==> src/rtl/snn_frame_ctrl.sv <==
// snn_frame_ctrl: frame sequencer for the SNN digit classifier.
// Loads a packed binary image from UART bytes into the input-unit RAM
// one bit per cycle, starts the core, then returns the classified digit
// over UART TX.
module snn_frame_ctrl #(
  parameter int NUM_BITS  = 784,
  parameter int ADDR_W    = 10,
  parameter int ASCII_OUT = 1
) (
  input  logic              clk,
  input  logic              rst,
  input  logic              rx_rdy,
  input  logic [7:0]        rx_data,
  output logic              ram_we,
  output logic [ADDR_W-1:0] ram_addr,
  output logic              ram_wdata,
  input  logic [ADDR_W-1:0] core_addr,
  output logic              core_start,
  input  logic              core_done,
  input  logic [3:0]        core_digit,
  output logic              tx_start,
  output logic [7:0]        tx_data,
  input  logic              tx_rdy,
  output logic [3:0]        digit,
  output logic              busy,
  output logic              overrun
);

  localparam int NUM_BYTES = NUM_BITS / 8;
  localparam int BYTE_W    = (NUM_BYTES > 1) ? $clog2(NUM_BYTES) : 1;

  typedef enum logic [2:0] {
    WAIT_BYTE  = 3'd0,
    WRITE      = 3'd1,
    START      = 3'd2,
    WAIT_CORE  = 3'd3,
    SEND       = 3'd4,
    WAIT_TX_LO = 3'd5,
    WAIT_TX_HI = 3'd6
  } state_t;

  state_t              state_reg, state_next;
  logic [7:0]          shift_reg, shift_next;
  logic [2:0]          bit_cnt_reg, bit_cnt_next;
  logic [BYTE_W-1:0]   byte_cnt_reg, byte_cnt_next;
  logic [ADDR_W-1:0]   load_addr_reg, load_addr_next;
  logic [3:0]          digit_reg, digit_next;
  logic [7:0]          tx_data_reg, tx_data_next;
  logic                overrun_reg, overrun_next;
  logic [7:0]          digit_code;

  // Byte sent back to the host: printable ASCII digit or raw nibble.
  assign digit_code = (ASCII_OUT != 0) ? (8'h30 + {4'h0, core_digit})
                                       : {4'h0, core_digit};

  // State and datapath registers; reset aborts any frame in flight.
  always_ff @(posedge clk or posedge rst) begin
    if (rst) begin
      state_reg     <= WAIT_BYTE;
      shift_reg     <= '0;
      bit_cnt_reg   <= '0;
      byte_cnt_reg  <= '0;
      load_addr_reg <= '0;
      digit_reg     <= '0;
      tx_data_reg   <= '0;
      overrun_reg   <= 1'b0;
    end else begin
      state_reg     <= state_next;
      shift_reg     <= shift_next;
      bit_cnt_reg   <= bit_cnt_next;
      byte_cnt_reg  <= byte_cnt_next;
      load_addr_reg <= load_addr_next;
      digit_reg     <= digit_next;
      tx_data_reg   <= tx_data_next;
      overrun_reg   <= overrun_next;
    end
  end

  // Next-state, counter updates and one-cycle strobes.
  always_comb begin
    state_next     = state_reg;
    shift_next     = shift_reg;
    bit_cnt_next   = bit_cnt_reg;
    byte_cnt_next  = byte_cnt_reg;
    load_addr_next = load_addr_reg;
    digit_next     = digit_reg;
    tx_data_next   = tx_data_reg;
    overrun_next   = overrun_reg;
    ram_we         = 1'b0;
    ram_wdata      = 1'b0;
    core_start     = 1'b0;
    tx_start       = 1'b0;

    // A byte arriving while we cannot accept it is dropped and flagged.
    if (rx_rdy && (state_reg != WAIT_BYTE)) begin
      overrun_next = 1'b1;
    end

    case (state_reg)
      WAIT_BYTE: begin
        if (rx_rdy) begin
          shift_next   = rx_data;
          bit_cnt_next = 3'd0;
          state_next   = WRITE;
          // The first byte of a new frame starts with a clean flag.
          if (byte_cnt_reg == '0) begin
            overrun_next = 1'b0;
          end
        end
      end
      WRITE: begin
        ram_we       = 1'b1;
        ram_wdata    = shift_reg[0];
        shift_next   = {1'b0, shift_reg[7:1]};
        bit_cnt_next = bit_cnt_reg + 3'd1;
        if (bit_cnt_reg == 3'd7) begin
          if (byte_cnt_reg == BYTE_W'(NUM_BYTES - 1)) begin
            // Last pixel written: rewind so the address stays in range.
            byte_cnt_next  = '0;
            load_addr_next = '0;
            state_next     = START;
          end else begin
            byte_cnt_next  = byte_cnt_reg + BYTE_W'(1);
            load_addr_next = load_addr_reg + ADDR_W'(1);
            state_next     = WAIT_BYTE;
          end
        end else begin
          load_addr_next = load_addr_reg + ADDR_W'(1);
        end
      end
      START: begin
        core_start = 1'b1;
        state_next = WAIT_CORE;
      end
      WAIT_CORE: begin
        if (core_done) begin
          digit_next   = core_digit;
          tx_data_next = digit_code;
          state_next   = SEND;
        end
      end
      SEND: begin
        if (tx_rdy) begin
          tx_start   = 1'b1;
          state_next = WAIT_TX_LO;
        end
      end
      WAIT_TX_LO: begin
        if (!tx_rdy) begin
          state_next = WAIT_TX_HI;
        end
      end
      WAIT_TX_HI: begin
        if (tx_rdy) begin
          state_next = WAIT_BYTE;
        end
      end
      default: begin
        state_next = WAIT_BYTE;
      end
    endcase
  end

  // RAM port belongs to the loader only while it is writing.
  assign ram_addr = (state_reg == WRITE) ? load_addr_reg : core_addr;
  assign tx_data  = tx_data_reg;
  assign digit    = digit_reg;
  assign busy     = (state_reg != WAIT_BYTE);
  assign overrun  = overrun_reg;

endmodule

==> config.mk <==
export PLATFORM = sky130hd
export DESIGN_NAME = snn_frame_ctrl
export DESIGN_NICKNAME = d
export VERILOG_FILES = /design/src/rtl/snn_frame_ctrl.sv
export SDC_FILE = /design/constraint.sdc
export NUM_CORES = 1
export LEC_CHECK = 0
export BUFFER_PORTS_ARGS = -buffer_cell sky130_fd_sc_hd__buf_2
export CAP_MARGIN = 20
export CORE_UTILIZATION = 54
export CTS_BUF_LIST = sky130_fd_sc_hd__clkbuf_4 sky130_fd_sc_hd__clkbuf_8
export CTS_CLUSTER_DIAMETER = 50
export DETAILED_ROUTE_END_ITERATION = 16
export PLACE_DENSITY = 0.83
export SYNTH_ARGS = -nofsm -noshare
export SYNTH_HDL_FRONTEND = slang
export SYNTH_SLANG_ARGS = --single-unit
==> constraint.sdc <==
create_clock -name clk -period 2 [get_ports clk]
set_clock_uncertainty 0.15 [all_clocks]
set_input_delay 0.1 -clock clk [delete_from_list [all_inputs] [get_ports clk]]
set_output_delay 0.1 -clock clk [all_outputs]
set_load 0.01 [all_outputs]
# Word-level counts from Yosys, hierarchy flattened
# Index checks and enable logic that the tools add are counted.
# W data, S select, Z words.
# totals
latchBits	0
rom_bits	0
mem_count	0
input_bits	27
ramBits	0
regBits	44
# classes
bitwise	0
div_mod_pow	0
n_mux	25
eq_ne	14
n_shift	0
n_reduce_logical	9
add_sub_neg	4
n_lt_le_gt_ge	0
multipliers	0
# ops
cell	count
$mux W10	3
$mux W3	7
$pmux W3 S7	1
$pmux W8 S2	1
$eq A3 B3 Y1 const B	4
$ne A2 B2 Y1 const B	6
$add A10 B1 Y10 const B	1
$mux W1	9
$mux W8	1
$add A6 B4 Y7 const A	1
$add A7 B1 Y7 const B	1
$eq A7 B7 Y1 const B	1
$logic_not A7 Y1	1
$mux W7	1
$eq A3 B2 Y1 const B	2
$pmux W3 S2	1
$reduce_and A2 Y1	3
$reduce_and A6 Y1	1
$add A3 B1 Y3 const B	1
$eq A3 B1 Y1 const B	1
$logic_not A3 Y1	1
$reduce_bool A3 Y1	1
$mux W2	1
$reduce_bool A2 Y1	1
$logic_and A1 B1 Y1	1

# Depth between registers and ports, before layout
# Gate-level depths: netlist of run 1.
# logic_depth
depth_word	6
mapped_depth	6
mapped_depth_nobuf	6

# Least setup slack after synthesis of run 1
# OpenSTA, ideal clock, no wires.
# synth_path
path_kind	register -> register
from	register bit_cnt_reg[0]
to	register byte_cnt_reg[5]
synth_period_minus_slack_ps	1695
path_stages_with_launch	6
arrival_ps	1469
setup_slack_ps	305
t_required_ps	1774
path_cell_list	dfrtp_1 -> ha_1 -> ha_1 -> nand4bb_1 -> or4_1 -> o21ai_1
# synth_via
elab_chain_len	2
# synth_lines
item	line	rtl
start, declared	44	logic [2:0] bit_cnt_reg, bit_cnt_next;
start signal, assigned	70	bit_cnt_reg <= bit_cnt_next;
$eq A3 B3 Y1	116	if (bit_cnt_reg == 3'd7) begin
$reduce_and A2 Y1 (no line)	n/a	
end signal, assigned	71	byte_cnt_reg <= byte_cnt_next;
end, declared	45	logic [BYTE_W-1:0] byte_cnt_reg, byte_cnt_next;
# No other way between the ends.
# A chain may end at the register's enable or synchronous reset.

# Final worst setup path of run 1
# layout_path
from	register state_reg[0]
to	output ram_addr[7]
# layout_via
elab_chain_len	2
# layout_lines
item	line	rtl
start, declared	42	state_t state_reg, state_next;
start signal, assigned	68	state_reg <= state_next;
$eq A3 B1 Y1	165	assign ram_addr = (state_reg == WRITE) ? load_addr_reg : core_addr;
$mux W10	165	
end, declared	15	output logic [ADDR_W-1:0] ram_addr,
# No other way between the ends.

==> impl_results.md, run 1 <==
* Drt via density at 5.30
* Internal at 1.95 mW
* Max FO, Critical Path at 20
* H-tree level count at 2
* Logic gate share of total power at 37.3%
* GPL Wtd Cong at 0.896
* CTS Buf Count at 5
* Clock buffer depth at 2
* Post-synthesis sequential area ratio at 46.5%
* Syn Std Cell Area at 1990 um2
* Total number of yosys warnings at 0
* I/O Buffers at 52
* Root buffer cell: clkbuf_8
* Avg WL per Cell at 13.7 um
* DP HPWL at 2800 um
* Area Overhead vs Synth at 29.9%
* Hold path depth at 4
* Worst-margin pin slew at 0.577 ns
* Number of flip-flops in the largest register at 10
* Starting density of the core at 57.9%
* Diode count at 0
* Final period utilization at 94.0%
* Type of origin of the critical path: flip-flop
* Type of the worst setup path: reg -> out
* Final setup vio count at 0
* Switch Pwr at 1.09 mW
* Sequential share of power at 37.7%
* CP Capture Type: primary output
* Share of cells above drive strength 1 at 26.5%
* P_leak at 1.30 nW
* Detailed Route Iter0 Violations at 111
* VDD IR-drop max at 594 uV
* Outcome: finished clean
* Core ar. at 3440 um2
* Peak Freq at 532 MHz
* Std cell rows at 21
* MaxCap Viol Count at 0
* WL final at 4630 um
* Worst rel slew slack at 61.5%
* Pwr Total at 3.04 mW
* Syn Inst Count at 221
* Die Ht at 62.8 um
* Power Density at 1170 nW/um2
* Sequential cell area at 926 um2
* Sw Share at 35.9%
* Tmin final at 1.88 ns
* Setup TNS Final at 0 ns
* Number of fill cells at 247
* Drt drc at 0
* Syn avg cell area at 9.02 um2
* Die width at 62.8 um
* Antenna Nets Post-Route at 0
* Detailed-route via count at 1787
* Netlist cell types at 39
* Largest net degree at the start of global routing at 38
* Hold Vio Cnt, Final at 0
* # IOs at 55
* Clock power frac at 25.0%
* Slew Limit Fails at 0
* CTS tree: yes
* Nets at 323
* Seq cells post-synth at 37
* Global Route Usage Sum at 25.8%
* Initial antenna violation count at 0
* Vias in the first global route at 1807
* Hold Crit Class: in -> reg
* CP Data Arrival Time at 1.63 ns
* Clock slew at reported path FFs at 0.07 ns
* RSZ-0062 raised after global routing: false
* Multi-input gate area at 953 um2
* Worst EP required at 1.75 ns
* DR pass1 iterations at 4
* CTS Sinks at 37
* Worst-case reg-to-reg path depth at 5
* DIE AREA at 3940 um2
* Worst-Skew Late Latency at 0.29 ns
* First-pass GRT wire length at 7980 um
* Gr ovfl total at 0
[cell families (layout without fill, tap and decap cells)]
logic type      after synthesis  after routing  synth area share (%)
xor+xnor                      9              9                  3.96
flops                        37             37                  46.5
other cells                   1              2                 0.188
mux                          12             12                  6.28
simple gates                100            100                  24.0
fa+ha+maj                     6              6                  3.77
buf+inv                      24             93                  6.09
compound gates               32             32                  9.29
[routing by layer]
metal  vias to the layer above  track usage (%)  share of wire (%)
met5                         -                0                  0
met4                         0             11.3                2.2
met3                        10             4.74                4.9
met2                        72             44.0                 50
met1                       825             31.8                 43
li1                        880                -                  -
[through the flow]
stage          utilization, %  std cells  instance area, um2  hold WS, ns  setup slack (ns)
2_1_floorplan               -        222                2000       0.0897             0.305
3_3_place_gp             66.7        314                2300       0.0801             0.330
3_5_place_dp             66.7        314                2300       0.0826             0.278
4_1_cts                  75.0        337                2580       0.0462            0.0580
5_1_grt                  75.2        337                2590       0.0898            0.0336
6_report                 75.2        337                2590       0.0492             0.120
[power by group through the flow]
| stage | combinational, mW | clock, mW | sequential (mW) |
|---|---|---|---|
| floorplan | 0.756 | 0 | 1.11 |
| global placement | 1.03 | 0 | 1.14 |
| detailed placement | 1.06 | 0 | 1.15 |
| CTS | 1.11 | 0.771 | 1.14 |
| global route | 1.28 | 0.807 | 1.17 |
| finish | 1.13 | 0.759 | 1.15 |
[synth_stat cells (all sizes together)]
library cell / n / area [um2]
nor2: 16 / 60.1
mux2i: 8 / 80.1
or4: 1 / 7.51
nand3: 3 / 15.0
or2: 2 / 12.5
inv: 8 / 30.0
xnor2: 8 / 70.1
clkbuf: 5 / 18.8
a22o: 3 / 26.3
nor3: 4 / 20.0
o2bb2ai: 1 / 8.76
nand2b: 2 / 12.5
and2: 3 / 21.3
nand4b: 1 / 8.76
o211ai: 1 / 7.51
nor4: 3 / 18.8
buf: 10 / 67.6
o21ai: 20 / 100
nand3b: 1 / 7.51
clkinv: 1 / 5.00
nor3b: 2 / 15.0
ha: 6 / 75.1
nor4bb: 1 / 10.0
mux2: 4 / 45.0
a221o: 1 / 10.0
nand4: 6 / 37.5
xor2: 1 / 8.76
o22ai: 2 / 12.5
or3b: 1 / 8.76
dfrtp: 37 / 926
nand2: 50 / 188
a21oi: 4 / 20.0
nand4bb: 2 / 22.5
conb: 1 / 3.75
or3: 2 / 12.5
[layout make-up]
| cell class | instances | share of cell area, % |
|---|---|---|
| flip-flops and latches | 37 | 35.8 |
| repair buffers | 76 | 18.6 |
| inverters | 9 | 1.40 |
| well taps | 46 | 2.22 |
| multi-input cells | 161 | 36.8 |
| clock inverters | 3 | 2.51 |
| clock buffers | 5 | 2.66 |
[worst paths after layout]
kind | slack [ns] | to | startpoint
min | 0.05 | state_reg[0]$_DFFE_PP0P_ | core_done
min in group asynchronous | 0.31 | byte_cnt_reg[4]$_DFFE_PP0P_ | rst
min reg2reg | 0.33 | shift_reg[4]$_DFFE_PP0P_ | shift_reg[4]$_DFFE_PP0P_
max | 0.12 | ram_addr[7] | state_reg[0]$_DFFE_PP0P_
max reg2reg | 0.21 | load_addr_reg[9]$_DFFE_PP0P_ | state_reg[0]$_DFFE_PP0P_
max in group asynchronous | 1.07 | load_addr_reg[3]$_DFFE_PP0P_ | rst
[cell usage in the layout, fill, tap and decap left out, drive strengths merged, types with 3 or more instances in the layout]
cell type and n:
a21oi 4, a22o 3, and2 3, buf 61
clkbuf 5, dfrtp 37, dlygate4sd3 15, ha 6
inv 9, mux2 4, mux2i 8, nand2 50
nand3 3, nand4 6, nor2 16, nor3 4
nor4 3, o21ai 20, xnor2 8
[worst max-delay path: stages (launching register included)]
cell and delay [ns]:
dfrtp_1 0.41, or3b_1 0.43, buf_6 0.20, o21ai_0 0.14
buf_2 0.15
[what timing repair did]
item,CTS,global route
endpoints found under the setup margin,0,11
gates resized for setup,0,3
hold buffers,15,0
endpoints found under the hold margin,51,0
buffers inserted,0,1
(Power assumes the default switching activity.)
==> inputs of run 2 (changes only) <==
--- a/config.mk
+++ b/config.mk
@@ -7,11 +7,11 @@
 export LEC_CHECK = 0
 export BUFFER_PORTS_ARGS = -buffer_cell sky130_fd_sc_hd__buf_2
 export CAP_MARGIN = 20
-export CORE_UTILIZATION = 54
+export CORE_UTILIZATION = 50
 export CTS_BUF_LIST = sky130_fd_sc_hd__clkbuf_4 sky130_fd_sc_hd__clkbuf_8
 export CTS_CLUSTER_DIAMETER = 50
 export DETAILED_ROUTE_END_ITERATION = 16
-export PLACE_DENSITY = 0.83
+export PLACE_DENSITY = 0.78
 export SYNTH_ARGS = -nofsm -noshare
 export SYNTH_HDL_FRONTEND = slang
 export SYNTH_SLANG_ARGS = --single-unit
==> run 2 against run 1 <==
Largest cell class unchanged. Largest power group unchanged. Critical endpoint is now ram_wdata. Critical path type unchanged. Global-route usage decreased by 3.7 points. Combinational power about the same. Maximum frequency is 0.78% lower. Non-clock buffer count up 1. Register-to-register slack better by 0.10 ns. Cell area down 1.2%. Wire length is 8.1% lower.
==> impl_results.md, run 2 (synthesis results as in run 1) <==
* Starting density of the core at 53.2% (-4.7 points)
* Outcome: finished clean
* Most frequent cells in the layout: buf_2, nand2_1, dfrtp_1, nor2_1, dlygate4sd3_1
* Reg2reg start: bit_cnt_reg[0]$_DFFE_PP0P_
* Hold Crit Class: in -> reg
* Die Ht at 65.1 um (+3.8%)
* Final period utilization at 94.7% (+0.74 points)
* MaxCap Viol Count at 0 (unchanged)
* Commonest non-fill, non-tap cell in the layout: buf_2
* Root buffer cell: clkbuf_8
* Top Layer Used: met4
* Met1 wire length at 1930 um (-3.4%)
* Hold path depth at 4 (unchanged)
* Share of cells above drive strength 1 at 26.4% (-0.091 points)
* CP cell instances: or3b_1, clkinv_2, buf_4, and2_1, buf_2
* CP Data Arrival Time at 1.64 ns (about the same)
* Setup TNS Final at 0 ns (unchanged)
* WL met3 at 210 um (-7.5%)
* Clock slew at reported path FFs at 0.07 ns (about the same)
* Pwr Total at 2.81 mW (-7.7%)
* Nets at 324 (+0.31%)
* RSZ-0062 raised after global routing: false
* Number of fill cells at 327 (+32%)
* CTS Buf Count at 5 (unchanged)
* CP Capture Type: primary output
* Hold Buf Count CTS at 15 (unchanged)
* I/O Buffers at 52 (unchanged)
* Max FO, Critical Path at 15 (-25%)
* Setup bufs post-CTS at 0 (unchanged)
* HP Start: core_done
* Hold Vio Cnt, Final at 0 (unchanged)
* DP HPWL at 2910 um (+3.9%)
* H-tree level count at 2 (unchanged)
* Detailed-route via count at 1729 (-3.2%)
* Tmin final at 1.89 ns (+0.0147 ns)
* Clock buffer depth at 2 (unchanged)
* Peak Freq at 528 MHz (-0.78%)
* # IOs at 55 (unchanged)
* Gr ovfl total at 0 (unchanged)
* Initial antenna violation count at 0 (unchanged)
* DR pass1 iterations at 4 (unchanged)
* VDD IR-drop max at 599 uV (+0.85%)
* Area Overhead vs Synth at 28.3%
* Vias in the first global route at 1606 (-11%)
* Type of the worst setup path: reg -> out
* P_leak at 1.29 nW (-0.93%)
* Core ar. at 3740 um2 (+8.8%)
* R2R Path End: byte_cnt_reg[5]$_DFFE_PP0P_
* Power Density at 1100 nW/um2 (-6.5%)
* Slowest-stage cell, CP: or3b_1
* Drt drc at 0 (unchanged)
* Largest net degree at the start of global routing at 38 (unchanged)
* Detailed Route Iter0 Violations at 86 (-23%)
* WHS at 0.0498 ns (+0.000692 ns)
* GPL Wtd Cong at 0.814 (-9.2%)
* CTS resizes at 0 (unchanged)
* DIE AREA at 4240 um2 (+7.7%)
* CTS tree: yes
* Die width at 65.1 um (+3.8%)
* Slowest Stage Delay on Critical Path at 0.41 ns (-0.02 ns)
* Slew Limit Fails at 0 (unchanged)
* Final setup vio count at 0 (unchanged)
* First-pass GRT wire length at 7090 um (-11%)
* Worst-case reg-to-reg path depth at 5 (unchanged)
* WL final at 4250 um (-8.1%)
* Hold Path End: state_reg[0]$_DFFE_PP0P_
* Routed wl met2 at 2030 um (-11%)
* CTS Sinks at 37 (unchanged)
* Worst R2R Setup Slack at 0.31 ns (+0.10 ns)
* Number of buffers and inverters on the critical path at 3 (+1)
* Antenna Nets Post-Route at 0 (unchanged)
* Diode count at 0 (unchanged)
* Drt via density at 5.09 (-4.1%)
* Worst-Skew Late Latency at 0.29 ns (about the same)
* Worst EP required at 1.75 ns (about the same)
* Std cell rows at 22 (+4.8%)
* Global Route Usage Sum at 22.1% (-3.7 points)
* Number of flip-flops in the largest register at 10 (unchanged)
* Avg WL per Cell at 12.5 um (-8.9%)
* Family with the most delay on the worst path: simple AND/OR/NAND/NOR gates
* Type of origin of the critical path: flip-flop
[run 2: how the worst max path moves through the flow]
stage | cells past startpoint | slack (ns) | to | from
final | 5 | 0.11 | ram_wdata | state_reg[1]$_DFFE_PP0P_
after floorplan | 5 | 0.31 | byte_cnt_reg[5]$_DFFE_PP0P_ | bit_cnt_reg[0]$_DFFE_PP0P_
after CTS | 5 | 0.09 | ram_wdata | state_reg[1]$_DFFE_PP0P_
after global placement | 5 | 0.37 | byte_cnt_reg[5]$_DFFE_PP0P_ | bit_cnt_reg[0]$_DFFE_PP0P_
after global routing | 6 | 0.009 | ram_addr[3] | state_reg[1]$_DFFE_PP0P_
after detailed placement | 4 | 0.32 | load_addr_reg[9]$_DFFE_PP0P_ | state_reg[2]$_DFFE_PP0P_
[run 2: layer usage]
metal	global-route usage, %	vias to the layer above
li1	-	877
met1	28.3	792
met2	37.6	51
met3	3.65	9
met4	8.15	0
met5	0	-
[run 2: report_power, final]
part | switching, mW | total, mW | internal (mW)
logic | 0.607 | 1.10 | 0.493
registers | 0.180 | 1.14 | 0.957
clock network | 0.259 | 0.570 | 0.311
[run 2: final cells by class]
type | count | area [um2] | share of cell area [%]
multi-input cells | 161 | 950 | 37.1
inverters | 9 | 35.0 | 1.37
flip-flops and latches | 37 | 926 | 36.2
clock buffers | 7 | 96.3 | 3.77
well taps | 48 | 60.1 | 2.35
repair buffers | 77 | 485 | 19.0
clock inverters | 1 | 5.00 | 0.196
[run 2: tightest hold or removal path, cell delays in order]
cell and delay, ns:
buf_2 0.11, inv_1 0.05, a21oi_1 0.05, o22ai_1 0.12
[run 2: metrics by stage]
stage / cells / worst slack (ns) / util, % / area, um2
after global placement: 317 / 0.368 / 61.6 / 2310
final: 340 / 0.105 / 68.3 / 2560
after global routing: 340 / 0.00897 / 68.3 / 2560
after CTS: 340 / 0.0929 / 68.3 / 2560
after floorplan: 222 / 0.305 / - / 2000
after detailed placement: 317 / 0.325 / 61.6 / 2310
==> inputs of run 3 (changes only) <==
--- a/config.mk
+++ b/config.mk
@@ -11,7 +11,7 @@
 export CTS_BUF_LIST = sky130_fd_sc_hd__clkbuf_4 sky130_fd_sc_hd__clkbuf_8
 export CTS_CLUSTER_DIAMETER = 50
 export DETAILED_ROUTE_END_ITERATION = 16
-export PLACE_DENSITY = 0.78
+export PLACE_DENSITY = 0.75
 export SYNTH_ARGS = -nofsm -noshare
 export SYNTH_HDL_FRONTEND = slang
 export SYNTH_SLANG_ARGS = --single-unit
==> run 3 against run 2 <==
First-iteration DRC count up 19%. Flip-flop and latch count did not move. Global-route usage is 0.15 points higher. Final cell count is 0.29% lower. Register-to-register slack worse by 0.02 ns. Sequential share of layout area is 0.21 points higher. Setup slack worse by 0.015 ns. Clock power down 10%. Clock-buffer cell count decreased by 2.
==> impl_results.md, run 3 (synthesis results as in run 1) <==
* Outcome: finished clean
* Worst EP required at 1.75 ns (about the same)
* Antenna Nets Post-Route at 0 (unchanged)
* Peak Freq at 524 MHz (-0.80%)
* Final Non-Filler Cells at 339 (-0.29%)
* Root buffer cell: clkbuf_8
* WL final at 4310 um (+1.3%)
* DIE AREA at 4240 um2 (unchanged)
* Pwr Total at 2.74 mW (-2.5%)
* Diode count at 0 (unchanged)
* WHS at 0.0336 ns (-0.0162 ns)
* Setup WS post-layout at 0.0900 ns (-0.0152 ns)
* # IOs at 55 (unchanged)
* Global Route Usage Sum at 22.3% (+0.15 points)
* Core ar. at 3740 um2 (unchanged)
* Clock buffer depth at 2 (unchanged)
* Setup TNS Final at 0 ns (unchanged)
* Hold path depth at 4 (unchanged)
* Type of the worst setup path: reg -> out
* H-tree level count at 2 (unchanged)
* Placed standard-cell area at 2300 um2 (-0.33%)
* DP HPWL at 2810 um (-3.5%)
* Die width at 65.1 um (unchanged)
* Worst rel slew slack at 59.2%
* GPL Wtd Cong at 0.824 (+1.2%)
* Std cell rows at 22 (unchanged)
* RSZ-0062 raised after global routing: false
* Final period utilization at 95.5% (+0.76 points)
* Detailed Route Iter0 Violations at 102 (+19%)
* Post-Place Cells at 316 (-0.32%)
* VDD IR-drop max at 507 uV (-15%)
* Avg WL per Cell at 12.7 um (+1.6%)
* Top Layer Used: met4
* Final setup vio count at 0 (unchanged)
* Hold Vio Cnt, Final at 0 (unchanged)
* CP Capture Type: primary output
* Detailed-route via count at 1750 (+1.2%)
* Largest net degree at the start of global routing at 38 (unchanged)
* Fin util at 67.9% (-0.40 points)
* Share of cells above drive strength 1 at 26.5% (+0.091 points)
* Slew Limit Fails at 0 (unchanged)
* Max FO, Critical Path at 20 (+5)
* First-pass GRT wire length at 7090 um (unchanged)
* Met1 wire length at 1980 um (+2.6%)
* Type of origin of the critical path: flip-flop
* CTS Buf Count at 5 (unchanged)
* Hold Crit Class: in -> reg
* Commonest non-fill, non-tap cell in the layout: buf_2
* Nets at 323 (-0.31%)
* Design area at 2540 um2 (-0.59%)
* Most frequent cells in the layout: buf_2, nand2_1, dfrtp_1, nor2_1, dlygate4sd3_1
* Drt via density at 5.16 (+1.5%)
* WL met3 at 218 um (+3.8%)
* Starting density of the core at 53.2% (unchanged)
* Worst-Skew Late Latency at 0.29 ns (about the same)
* Worst-margin pin slew at 0.611 ns
* DR pass1 iterations at 4 (unchanged)
* Drt drc at 0 (unchanged)
* Initial antenna violation count at 0 (unchanged)
* Tmin final at 1.91 ns (+0.0152 ns)
* I/O Buffers at 52 (unchanged)
* Worst-case reg-to-reg path depth at 4 (-1)
* MaxCap Viol Count at 0 (unchanged)
* Routed wl met2 at 2060 um (+1.2%)
* Power Density at 1080 nW/um2 (-1.9%)
* CTS tree: yes
* Place WS at 0.270 ns (-0.0545 ns)
* HP Start: core_done
* Vias in the first global route at 1604 (-0.12%)
* Die Ht at 65.1 um (unchanged)
* Area Overhead vs Synth at 27.6%
* CP Launch Point: state_reg[0]$_DFFE_PP0P_
* Clock slew at reported path FFs at 0.07 ns (about the same)
* Reg2reg start: state_reg[2]$_DFFE_PP0P_
* CP Data Arrival Time at 1.66 ns (+0.02 ns)
* Number of flip-flops in the largest register at 10 (unchanged)
* Setup bufs post-CTS at 0 (unchanged)
* P_leak at 1.27 nW (-0.95%)
* CTS Sinks at 37 (unchanged)
* Gr ovfl total at 0 (unchanged)
## run 3: changes by cell type in the layout (fill, tap and decap cells not counted), sizes merged
cell	delta
clkinv	+1
buf	-1
clkinvlp	+1
clkbuf	-2
## run 3: worst max-delay path, stage by stage (launching register included)
cell     delay [ns]
dfrtp_1        0.41
or3b_1         0.41
buf_4          0.24
o21ai_0        0.15
buf_2          0.15
## run 3: final timing paths
path	end	slack, ns
setup / recovery	ram_addr[7]	0.09
hold / removal	state_reg[0]$_DFFE_PP0P_	0.03
setup reg to reg	load_addr_reg[8]$_DFFE_PP0P_	0.29
hold reg to reg	shift_reg[0]$_DFFE_PP0P_	0.34
max in group asynchronous	load_addr_reg[7]$_DFFE_PP0P_	1.07
min in group asynchronous	byte_cnt_reg[3]$_DFFE_PP0P_	0.30
## run 3: what timing repair did
action | 4_1_cts | 5_1_grt
endpoints found under the setup margin | 0 | 2
hold buffers | 15 | 0
resized for setup | 0 | 2
endpoints found under the hold margin | 51 | 0
## run 3: report_power, final
part	switching (mW)	internal, mW
clock	0.271	0.240
sequential	0.183	0.957
combinational	0.595	0.490
## run 3: final cells by class
class,instances,area (um2)
Clock buffer,5,68.8
Clock inverter,3,17.5
Fill cell,327,1200
Inverter,9,35.0
Multi-Input combinational cell,161,953
Sequential cell,37,926
Tap cell,48,60.1
Timing Repair Buffer,76,482
## run 3: metal layers
| metal | up-vias | global-route usage [%] |
|---|---|---|
| met2 | 52 | 37.0 |
| li1 | 885 | - |
| met3 | 6 | 5.56 |
| met5 | - | 0 |
| met1 | 807 | 28.1 |
| met4 | 0 | 8.15 |
